==> src/rtl/maxpool_ctrl.sv <==
`timescale 1ns/1ps
// maxpool_ctrl: streaming PxP / stride-P signed max-pool over a W x H frame
// received in row-major order, with start/abort control and output backpressure.
module maxpool_ctrl #(
    parameter int N = 16,
    parameter int W = 4,
    parameter int H = 4,
    parameter int P = 2
) (
    input  logic         clk,
    input  logic         master_rst,
    input  logic         start,
    input  logic         abort,
    input  logic         in_valid,
    input  logic [N-1:0] in_data,
    output logic         in_ready,
    output logic         out_valid,
    output logic [N-1:0] out_data,
    input  logic         out_ready,
    output logic         busy,
    output logic         done
);

    localparam int NW = W / P;
    localparam int CW = (W > 1) ? $clog2(W) : 1;
    localparam int RW = (H > 1) ? $clog2(H) : 1;
    localparam int KW = (NW > 1) ? $clog2(NW) : 1;

    typedef enum logic [1:0] {IDLE, RUN, FLUSH} state_t;

    state_t          state_q, state_d;
    logic [CW-1:0]   col_q, col_d;
    logic [RW-1:0]   row_q, row_d;
    logic            out_valid_q, out_valid_d;
    logic [N-1:0]    out_data_q, out_data_d;
    logic            done_q, done_d;

    logic            accept;
    logic            col_last, row_last;
    logic            win_first, win_last;
    logic [KW-1:0]   k;
    logic [NW*N-1:0] pmax_flat;
    logic [N-1:0]    cur_max, new_max;

    assign accept    = in_valid && in_ready && !abort;
    assign col_last  = (col_q == CW'(W - 1));
    assign row_last  = (row_q == RW'(H - 1));
    assign win_first = ((row_q % RW'(P)) == '0) && ((col_q % CW'(P)) == '0);
    assign win_last  = ((row_q % RW'(P)) == RW'(P - 1)) && ((col_q % CW'(P)) == CW'(P - 1));
    assign k         = KW'(col_q / CW'(P));
    assign cur_max   = pmax_flat[int'(k)*N +: N];
    assign new_max   = ($signed(in_data) > $signed(cur_max)) ? in_data : cur_max;

    // One running maximum per window column; a window row band reuses them.
    genvar gi;
    generate
        for (gi = 0; gi < NW; gi++) begin : g_pmax
            logic [N-1:0] pmax_q, pmax_d;

            always_comb begin
                pmax_d = pmax_q;
                if (abort) begin
                    pmax_d = '0;
                end else if (accept && (k == KW'(gi))) begin
                    pmax_d = win_first ? in_data : new_max;
                end
            end

            always_ff @(posedge clk or posedge master_rst) begin
                if (master_rst) begin
                    pmax_q <= '0;
                end else begin
                    pmax_q <= pmax_d;
                end
            end

            assign pmax_flat[gi*N +: N] = pmax_q;
        end
    endgenerate

    always_ff @(posedge clk or posedge master_rst) begin
        if (master_rst) begin
            state_q <= IDLE;
        end else begin
            state_q <= state_d;
        end
    end

    always_comb begin
        state_d = state_q;
        if (abort) begin
            state_d = IDLE;
        end else begin
            case (state_q)
                IDLE:    if (start) state_d = RUN;
                RUN:     if (accept && col_last && row_last) state_d = FLUSH;
                FLUSH:   if (!out_valid_q || out_ready) state_d = IDLE;
                default: state_d = IDLE;
            endcase
        end
    end

    always_comb begin
        in_ready  = (state_q == RUN) && (!out_valid_q || out_ready);
        busy      = (state_q == RUN) || (state_q == FLUSH);
        out_valid = out_valid_q;
        out_data  = out_data_q;
        done      = done_q;
    end

    always_comb begin
        col_d       = col_q;
        row_d       = row_q;
        out_valid_d = out_valid_q;
        out_data_d  = out_data_q;
        done_d      = !abort && (state_q == FLUSH) && (!out_valid_q || out_ready);
        if (abort) begin
            col_d       = '0;
            row_d       = '0;
            out_valid_d = 1'b0;
        end else begin
            if ((state_q == IDLE) && start) begin
                col_d = '0;
                row_d = '0;
            end
            if (accept) begin
                col_d = col_last ? '0 : col_q + CW'(1);
                if (col_last) begin
                    row_d = row_last ? '0 : row_q + RW'(1);
                end
            end
            if (out_valid_q && out_ready) begin
                out_valid_d = 1'b0;
            end
            // A fresh result wins over the handshake that retires the old one.
            if (accept && win_last) begin
                out_valid_d = 1'b1;
                out_data_d  = new_max;
            end
        end
    end

    always_ff @(posedge clk or posedge master_rst) begin
        if (master_rst) begin
            col_q       <= '0;
            row_q       <= '0;
            out_valid_q <= 1'b0;
            out_data_q  <= '0;
            done_q      <= 1'b0;
        end else begin
            col_q       <= col_d;
            row_q       <= row_d;
            out_valid_q <= out_valid_d;
            out_data_q  <= out_data_d;
            done_q      <= done_d;
        end
    end

endmodule

==> config.mk <==
export PLATFORM = sky130hd
export DESIGN_NAME = maxpool_ctrl
export DESIGN_NICKNAME = d
export VERILOG_FILES = /design/src/rtl/maxpool_ctrl.sv
export SDC_FILE = /design/constraint.sdc
export NUM_CORES = 1
export LEC_CHECK = 0
export CORE_MARGIN = 1.5
export CORE_UTILIZATION = 35
export DETAILED_ROUTE_END_ITERATION = 10
export GPL_TIMING_DRIVEN = 0
export HOLD_SLACK_MARGIN = 0.05
export SLEW_MARGIN = 15
export SYNTH_ARGS = -nofsm -noshare
export SYNTH_HDL_FRONTEND = slang
export SYNTH_SLANG_ARGS = --single-unit
==> constraint.sdc <==
create_clock -name clk -period 3.77 [get_ports clk]
set_input_delay 0.9425 -clock clk [delete_from_list [all_inputs] [get_ports clk]]
set_output_delay 0.9425 -clock clk [all_outputs]
set_load 0.01 [all_outputs]
==> impl_metrics.prom, run 1 <==
# TYPE chip_impl_metric gauge
chip_impl_metric{name="maxSlewViolCount",unit=""} 0
chip_impl_metric{name="synth_xor_area_frac",unit=""} 0
chip_impl_info{name="synth_top_cells_by_area",value="dfrtp_1 (39%), o31ai_1 (10%), ha_1 (7.7%), nor4_4 (5.9%), a21oi_1 (5.9%)"} 1
chip_impl_info{name="grt_setup_unrepaired",value="no"} 1
chip_impl_metric{name="clk_pin_slew",unit="ns"} 0.11
chip_impl_metric{name="grt_start_max_net_pins",unit=""} 57
chip_impl_metric{name="critical_path_required",unit="ns"} 3.99
chip_impl_metric{name="tightest_slew",unit="ns"} 0.9886
chip_impl_metric{name="netSwitchingFraction",unit=""} 0.3843
chip_impl_metric{name="pwr_density_cell",unit="nW/um2"} 432.7
chip_impl_info{name="tritoncts",value="done"} 1
chip_impl_metric{name="yosysWarningCount",unit=""} 0
chip_impl_metric{name="net_switching_power_of_the_design",unit="mW"} 0.7069
chip_impl_metric{name="syn_to_final_growth",unit="%"} 18.81
chip_impl_metric{name="final_antenna_net_count",unit=""} 0
chip_impl_metric{name="comb_power_share",unit=""} 0.413
chip_impl_metric{name="initial_utilization",unit=""} 0.3628
chip_impl_metric{name="via_count_of_the_first_global_routing_pass",unit=""} 3122
chip_impl_metric{name="clock_sinks",unit=""} 56
chip_impl_metric{name="synth.avg_cell_area",unit="um2"} 9.645
chip_impl_metric{name="area_of_the_multi_input_gates",unit="um2"} 2016
chip_impl_metric{name="gr-total-overflow",unit=""} 0
chip_impl_metric{name="yosysUniqueCellTypes",unit=""} 41
chip_impl_metric{name="via_per_instance_ratio",unit=""} 5.504
chip_impl_info{name="synth_largest_area_cell",value="dfrtp_1"} 1
chip_impl_metric{name="syn_area",unit="um2"} 3578
chip_impl_metric{name="final_critical_path_setup_slack",unit="ns"} 0.3156
chip_impl_metric{name="async_reset_ff_frac",unit=""} 1.000
chip_impl_metric{name="finalClockSkew",unit="ns"} 0.01393
chip_impl_metric{name="insertion_delay",unit="ns"} 0.32
chip_impl_metric{name="total_inserted_antenna_cells",unit=""} 0
chip_impl_metric{name="path_max_fanout",unit=""} 10
chip_impl_metric{name="cts_inserted_buffers",unit=""} 5
chip_impl_metric{name="critical_path.max_stage_delay",unit="ns"} 0.52
chip_impl_info{name="timing.hold.worst.class",value="register to register"} 1
chip_impl_info{name="critPathCaptureType",value="register"} 1
chip_impl_info{name="globalRoute.busiestLayer",value="met2"} 1
chip_impl_metric{name="die_w",unit="um"} 104.1
chip_impl_metric{name="synth_register_bits",unit=""} 56
chip_impl_metric{name="seqPwrFrac",unit=""} 0.386
chip_impl_metric{name="fraction_of_layout_instances_using_a_drive_strength_above_1",unit=""} 0.09308
chip_impl_metric{name="timing.final.setup_violations",unit=""} 0
chip_impl_metric{name="power.leakage",unit="nW"} 1.727
chip_impl_metric{name="p_int",unit="mW"} 1.133
chip_impl_metric{name="final_design_area_no_fill",unit="um2"} 4252
chip_impl_metric{name="rows",unit=""} 36
chip_impl_metric{name="postRouteWirelength",unit="um"} 9705
chip_impl_metric{name="vias",unit=""} 3038
chip_impl_info{name="critical_path_class",value="input pin to register"} 1
chip_impl_metric{name="globalRouteTotalUtil",unit=""} 0.1881
chip_impl_metric{name="max-slew-margin-rel",unit=""} 0.3359
chip_impl_metric{name="max-cap-violations",unit=""} 0
chip_impl_metric{name="hold_violations",unit=""} 0
chip_impl_metric{name="antenna_violations_before_repair",unit=""} 0
chip_impl_metric{name="synth_cells",unit=""} 371
chip_impl_metric{name="grt_util_met2",unit=""} 0.3117
chip_impl_info{name="synth_top_family_by_area",value="compound AO/OA/AOI/OAI gates"} 1
chip_impl_metric{name="i_o_pins",unit=""} 42
chip_impl_info{name="synthFlopType",value="dfrtp_1"} 1
chip_impl_metric{name="fraction_of_synthesized_area_in_multiplexers",unit=""} 0.05070
chip_impl_metric{name="h-tree-depth",unit=""} 2
chip_impl_metric{name="use_met3",unit=""} 0.02068
chip_impl_metric{name="wl_per_cell",unit="um"} 17.58
chip_impl_metric{name="setup_total_negative_slack",unit="ns"} 0
chip_impl_info{name="outcome",value="complete, no violations"} 1
chip_impl_info{name="cp_cell_sequence",value="clkdlybuf4s50_1 -> ha_1 -> nand4_2 -> or3_4 -> and3_4 -> a31oi_4 -> buf_4 -> a21boi_1 -> o31ai_1"} 1
chip_impl_metric{name="cts_resized",unit=""} 0
chip_impl_metric{name="clock_network_power_share",unit=""} 0.200
chip_impl_metric{name="fin_nets",unit=""} 462
chip_impl_metric{name="synth_sequential_area_ratio",unit=""} 0.3916
chip_impl_metric{name="regArea",unit="um2"} 1401
chip_impl_metric{name="drt_pre_antenna_iters",unit=""} 5
chip_impl_metric{name="core-area",unit="um2"} 9864
chip_impl_metric{name="dieHeight",unit="um"} 104.1
chip_impl_metric{name="critical_path_arrival",unit="ns"} 3.67
chip_impl_metric{name="grtUsageMet1",unit=""} 0.2579
chip_impl_metric{name="preCtsSetupSlack",unit="ns"} -0.03176
chip_impl_info{name="critPathSlowestCell",value="clkdlybuf4s50_1"} 1
chip_impl_metric{name="synth_enable_flop_cells",unit=""} 0
chip_impl_metric{name="gpl.final_weighted_congestion",unit=""} 0.9057
chip_impl_metric{name="post-dp-hpwl",unit="um"} 6928
chip_impl_metric{name="synth.top_cell.area_share",unit=""} 0.3916
chip_impl_metric{name="synthesis.nets",unit=""} 415
chip_impl_info{name="critical_path.startpoint_type",value="input pin"} 1
chip_impl_metric{name="ir_worst_vdd",unit="V"} 0.0002730
chip_impl_metric{name="design_power_total",unit="mW"} 1.840
chip_impl_metric{name="drt-initial-drc-count",unit=""} 202
chip_impl_metric{name="drc",unit=""} 0
chip_impl_metric{name="max_freq",unit="MHz"} 289.5
chip_impl_metric{name="placed_cell_area",unit="um2"} 4158
chip_impl_metric{name="post_synthesis_simple_gate_area_fraction",unit=""} 0.2150
chip_impl_metric{name="synth-adder-area-share",unit=""} 0.07692
chip_impl_metric{name="nFillCells",unit=""} 962
chip_impl_metric{name="clk_path_buf_depth",unit=""} 2
chip_impl_metric{name="synth_compound_gate_area_share",unit=""} 0.2206
chip_impl_metric{name="finalWorstPathRequiredPeriod",unit="ns"} 3.454
chip_impl_metric{name="grt_first_pass_wirelength",unit="um"} 16260
chip_impl_metric{name="die_area",unit="um2"} 10840
chip_impl_metric{name="final.period_utilization",unit=""} 0.9163
chip_impl_metric{name="port_buffers",unit=""} 41
chip_impl_info{name="clockRootBuffer",value="clkbuf_8"} 1
-- per-stage QoR --
step	utilization	hold slack, ns	cells
global placement	0.4212	0.4646	545
global route	0.4310	0.5136	552
detailed placement	0.4215	0.4658	545
CTS	0.4314	0.4906	553
finish	0.4310	0.4843	552
floorplan	-	0.4538	371
-- power by group through the flow --
stage / logic, mW / clock network (mW) / registers, mW
4_1_cts: 0.764 / 0.378 / 0.710
5_1_grt: 0.846 / 0.402 / 0.719
6_report: 0.761 / 0.368 / 0.711
2_1_floorplan: 0.554 / 0 / 0.713
3_3_place_gp: 0.748 / 0 / 0.719
3_5_place_dp: 0.760 / 0 / 0.722
-- logic make-up after synthesis --
group                    Yosys count
adder cells (fa/ha/maj)           22
AND/OR/NAND/NOR                  124
flip-flops                        56
AO/OA/AOI/OAI                    117
multiplexers                      18
buffers and inverters             34
-- cells in the final DEF (no fill, tap or decap), drive strengths merged, types with 5 or more instances in the layout --
| cell type | netlist | layout |
|---|---|---|
| a21boi | 15 | 15 |
| a21oi | 43 | 43 |
| dfrtp | 56 | 56 |
| clkbuf | 16 | 22 |
| mux2i | 17 | 17 |
| o31ai | 48 | 48 |
| nor4 | 16 | 16 |
| buf | 9 | 8 |
| nor2 | 38 | 38 |
| inv | 9 | 9 |
| and3 | 5 | 5 |
| nand2 | 44 | 44 |
| ha | 22 | 22 |
| clkdlybuf4s50 | 0 | 41 |
-- synthesized netlist by cell type (all sizes together) (2+ instances only) --
| cell type | number |
|---|---|
| mux2i | 17 |
| buf | 9 |
| nand4 | 4 |
| o31ai | 48 |
| inv | 9 |
| nor4 | 16 |
| clkbuf | 16 |
| or4 | 2 |
| nand2b | 3 |
| nand2 | 44 |
| nor2 | 38 |
| a21boi | 15 |
| and3 | 5 |
| a21oi | 43 |
| nand3 | 4 |
| o21ai | 3 |
| dfrtp | 56 |
| nor3 | 3 |
| a21o | 2 |
| ha | 22 |
| a31oi | 4 |
-- worst paths after layout --
| path | end | slack [ns] | startpoint | cells after the start |
|---|---|---|---|---|
| setup / recovery | out_data[7] | 0.32 | in_data[15] | 9 |
| hold / removal | out_data[8] | 0.48 | out_data[8] | 2 |
| setup reg to reg | out_data[7] | 0.34 | col_q[1] | 10 |
| hold reg to reg | out_data[8] | 0.48 | out_data[8] | 2 |
| max in group asynchronous | g_pmax[0].pmax_q[13] | 2.19 | master_rst | 2 |
| min in group asynchronous | g_pmax[0].pmax_q[2] | 1.09 | master_rst | 2 |
-- state kept, by name (all words and copies together) (netlist names) --
| signal | count |
|---|---|
| g_pmax.pmax_q | 32 |
| out_data | 16 |
| col_q | 2 |
| row_q | 2 |
| state_q | 2 |
| done | 1 |
| out_valid | 1 |
-- worst max-delay path, delay by kind of cell --
family	cells	cell delay, ns
buffers and inverters	2	0.77
AND/OR/NAND/NOR	3	0.78
AO/OA/AOI/OAI	3	0.75
adder cells (fa/ha/maj)	1	0.43
-- final cells by class --
type | count | area share
Buffer | 24 | 0.02913
Inverter | 9 | 0.008534
Timing Repair Buffer | 41 | 0.09653
Sequential cell | 56 | 0.3296
Clock inverter | 2 | 0.003531
Tap cell | 133 | 0.03914
Multi-Input combinational cell | 281 | 0.4741
Clock buffer | 6 | 0.01942
-- repair_timing --
action,4_1_cts,5_1_grt
setup endpoints to repair,0,48
hold buffers,0,0
buffers inserted,0,0
-- layer usage --
metal  wire, um  up-vias
met1       4485     1487
met5          0        -
li1           -     1458
met2       4599       83
met4        110        0
met3        510       10
No activity file was read; power rests on OpenSTA's default activity.
==> run 2, diff against run 1 <==
Settings changed: SKIP_CTS_REPAIR_TIMING set to 1.
==> results of run 2 <==
Same layout as run 1: the final DEF is identical, and so are final timing and power.
==> variant 1: new RTL, config.mk and constraints of run 1 <==
Encoding of `state_t`: now one-hot (3 bits for 3 states).
--- a/src/rtl/maxpool_ctrl.sv
+++ b/src/rtl/maxpool_ctrl.sv
@@ -27,5 +27,5 @@
     localparam int KW = (NW > 1) ? $clog2(NW) : 1;
 
-    typedef enum logic [1:0] {IDLE, RUN, FLUSH} state_t;
+    typedef enum logic [2:0] {IDLE = 3'b001, RUN = 3'b010, FLUSH = 3'b100} state_t;
 
     state_t          state_q, state_d;
Behaviour: no difference found for any inputs over 10 cycles, from zero or initial values and one cycle with master_rst high; not proved beyond that.
==> variant 1 against run 1 <==
  * Setup slack lost 0.13 ns
  * Global-route usage rose by 3.6 points
  * Wire length increased by 44%
  * Count of clock-buffer cells in the layout increased by 7
  * Utilization increased by 0.18 points
  * Sequential cell count increased by 1
  * Clock skew fell by 0.0067 ns
  * Area after synthesis increased by 20%
  * Cell area increased by 22%
  * Critical endpoint is now g_pmax[1].pmax_q[3]
Power is not compared: it rests on default switching activity, and its combinational part moved more than twofold at a synthesized area within 25%.
==> variant 1: results (changes against run 1) <==
final wirelength 14000 um (+44%); status finished clean; Placer Congestion 0.965 (+6.5%); DP HPWL 9590 um (+38%); Least-Margin Pin Slew 1.17 ns (+0.183 ns); largest net degree at the start of global routing 58 (+1.8%); synth unique cells 46 (+12%); Reg clk slew, reported paths 0.05 ns (-0.06 ns); layout cells sized above 1 0.0838 (-0.00931); Mapped Nets 557 (+34%); hold path startpoint out_data[0]; dpl ws -0.105 ns (-0.0731 ns); top post-synthesis cells by area dfrtp_1 33%, mux2i_1 11%, nor2_1 10%; Placed Area 4870 sq um (+17%); r2r setup slk 0.18 ns (-0.16 ns); top post-synthesis cells by count 114 x nor2_1, 56 x dfrtp_1, 55 x nand2_1, 48 x a31oi_1, 45 x mux2i_1; Crit Reg-Reg Endpoint g_pmax[1].pmax_q[3]; Worst Path Arrival 3.77 ns (+0.10 ns); layout net count 608 (+32%); sequential fraction of the synthesis area 0.333 (-0.0587); terminating pin of the worst hold path out_data[0]; clk root buf clkbuf_16; vias 4213 (+39%); Num CTS Buffers 9 (+4); first-pass GRT wire length 22100 um (+36%); Fill cells 1176 (+22%); vias in the first global route 4229 (+35%); Iter 0 DRT Violations 284 (+41%)
variant 1: cell count changes in the layout (fill, tap and decap cells not counted), sizes merged, moves of 11 or more:
cell,change
a211o,+15
clkbuf,+14
o21ai,+18
mux2i,+28
a31oi,+44
nor2,+77
a21boi,-14
nor4,-16
o31ai,-48
o311ai,+18
a21oi,-33
or4,+14
nand2,+11
nand2b,+15
variant 1: what timing repair did:
action	4_1_cts	5_1_grt
gates resized for setup	0	8
hold endpoints to repair	0	0
endpoints found under the setup margin	0	33
variant 1: critical path: stages, from the launching register on:
cell and delay [ns]:
dfrtp_1 0.34, buf_2 0.29, clkbuf_4 0.36, mux2i_1 0.36
ha_1 0.40, nand4_4 0.20, nor2_2 0.07, a221o_1 0.47
clkbuf_2 0.26, o311ai_1 0.53, a31oi_1 0.16
variant 1: how the worst max path moves through the flow:
stage                          endpoint  slack, ns  cells past startpoint   startpoint
floorplan           g_pmax[0].pmax_q[7]       0.79                     10     col_q[1]
global placement            out_data[7]      -0.07                      8  in_data[15]
detailed placement  g_pmax[1].pmax_q[7]      -0.10                      8  in_data[15]
CTS                 g_pmax[1].pmax_q[7]       0.01                     10     col_q[1]
global route        g_pmax[1].pmax_q[3]       0.02                     10     col_q[1]
finish              g_pmax[1].pmax_q[3]       0.18                     10     col_q[1]
variant 1: final cells by class:
cell class,instances,area share
plain buffers,33,0.0307
multi-input cells,423,0.519
repair buffers,40,0.0773
inverters,4,0.00338
well taps,147,0.0355
clock buffers,13,0.0503
clock inverters,3,0.00773
flip-flops and latches,57,0.276
variant 1: cells by family after synthesis:
logic type	share of synthesized area
AND/OR/NAND/NOR	0.266
XOR/XNOR	0.00204
multiplexers	0.110
AO/OA/AOI/OAI	0.197
adder cells (fa/ha/maj)	0.0525
flip-flops	0.333
buffers and inverters	0.0400
variant 1: metrics by stage:
step,util,hold WS [ns],std cells
5_1_grt,0.433,0.567,720
4_1_cts,0.433,0.519,720
3_3_place_gp,0.407,0.494,704
3_5_place_dp,0.408,0.484,704
6_report,0.433,0.524,720
2_1_floorplan,-,0.475,517
variant 1: layer usage:
metal | routed length (um) | GRT usage | up-vias | share of wire
li1 | - | - | 2000 | -
met2 | 6520 | 0.365 | 161 | 0.47
met3 | 938 | 0.0430 | 26 | 0.067
met1 | 6220 | 0.289 | 2026 | 0.45
met5 | 0 | 0 | - | 0
met4 | 285 | 0.0992 | 0 | 0.020
variant 1: power groups by stage:
stage | sequential, mW | combinational [mW] | clock (mW)
after global routing | 0.618 | 0.228 | 0.874
after global placement | 0.628 | 0.200 | 0
after CTS | 0.618 | 0.205 | 0.843
after detailed placement | 0.629 | 0.204 | 0
after floorplan | 0.628 | 0.124 | 0
final | 0.618 | 0.210 | 0.835
==> variant 2: new RTL, settings of run 1 <==
Made on the original files. Set the parameter `W` to 8 (it was 4).
--- a/src/rtl/maxpool_ctrl.sv
+++ b/src/rtl/maxpool_ctrl.sv
@@ -4,5 +4,5 @@
 module maxpool_ctrl #(
     parameter int N = 16,
-    parameter int W = 4,
+    parameter int W = 8,
     parameter int H = 4,
     parameter int P = 2
Check against the original RTL: not equivalent (a bounded check fails within 10 cycles, from zero or initial values and one cycle with master_rst high).
==> variant 2 against run 1 <==
  * Wire length increased by 99%
  * Die area rose by 55%
  * First-iteration DRC count grew 130%
  * Utilization decreased by 0.21 points
  * Clock power grew to 2.9 times the old value
  * Cell area grew 59%
  * Setup slack lost 0.18 ns
  * Cell count is 62% higher
  * Register-to-register slack worse by 0.19 ns
  * Worst hold slack better by 0.023 ns
  * Sequential cell count increased by 33
  * Power up 63%
  * Area after synthesis up 57%
  * Critical path type unchanged
==> variant 2: results (changes against run 1) <==
RR Startpoint col_q[2]; Worst Reg-to-Reg Cells 13 (+3); Net Sw Frac 0.337 (-0.0474); Crit Reg-Reg Endpoint g_pmax[3].pmax_q[13]; Placed Area 6340 sq um (+52%); DR WL/cell 21.6 um (+23%); DP HPWL 14000 um (+100%); sequential fraction of the synthesis area 0.396 (+0.00430); maximum vdd drop 0.264 mV (-3.2%); number of H-tree levels 3 (+1); critical path launch point in_data[11]; Num CTS Buffers 9 (+4); Iter 0 DRT Violations 465 (+130%); Clk power 1.07 mW (+190%); layout cells sized above 1 0.146 (+0.0534); clk root buf clkbuf_16; placed cells 875 (+61%); Clk pwr share 0.356 (+0.156); Tot GR Track Use 0.238 (+0.0498); Reg clk slew, reported paths 0.07 ns (-0.04 ns); synth unique cells 40 (-2.4%); status finished clean; Mapped Nets 662 (+60%); top post-synthesis cells by area dfrtp_1 40%, o211ai_1 8.7%, nand2_1 6.9%; hold path startpoint g_pmax[1].pmax_q[3]
-- variant 2: cells by family after synthesis --
kind of cell	Yosys count	share of synthesized area
buf+inv	81	0.0598
simple gates	283	0.275
fa+ha+maj	23	0.0512
flops	89	0.396
mux	18	0.0676
compound gates	123	0.150
-- variant 2: worst max-delay path: cells and delay by family --
family / cells / cell delay, ns
buffers and inverters: 2 / 0.78
AND/OR/NAND/NOR: 3 / 1.42
adder cells (fa/ha/maj): 1 / 0.37
AO/OA/AOI/OAI: 3 / 0.38
-- variant 2: cell type report --
class                           count  area, sq um
Clock inverter                      5          104
Fill cell                        1532         9010
Multi-Input combinational cell    447         3080
Inverter                           23         88.8
Timing Repair Buffer               44          458
Sequential cell                    89         2230
Buffer                             58          294
Tap cell                          216          270
Clock buffer                       10          239
-- variant 2: per-layer routing --
metal	track usage	vias to the layer above	part of all wire
met5	0	-	0
met4	0.0993	0	0.037
met3	0.0517	48	0.071
met2	0.383	265	0.47
met1	0.311	2692	0.42
li1	-	2414	-
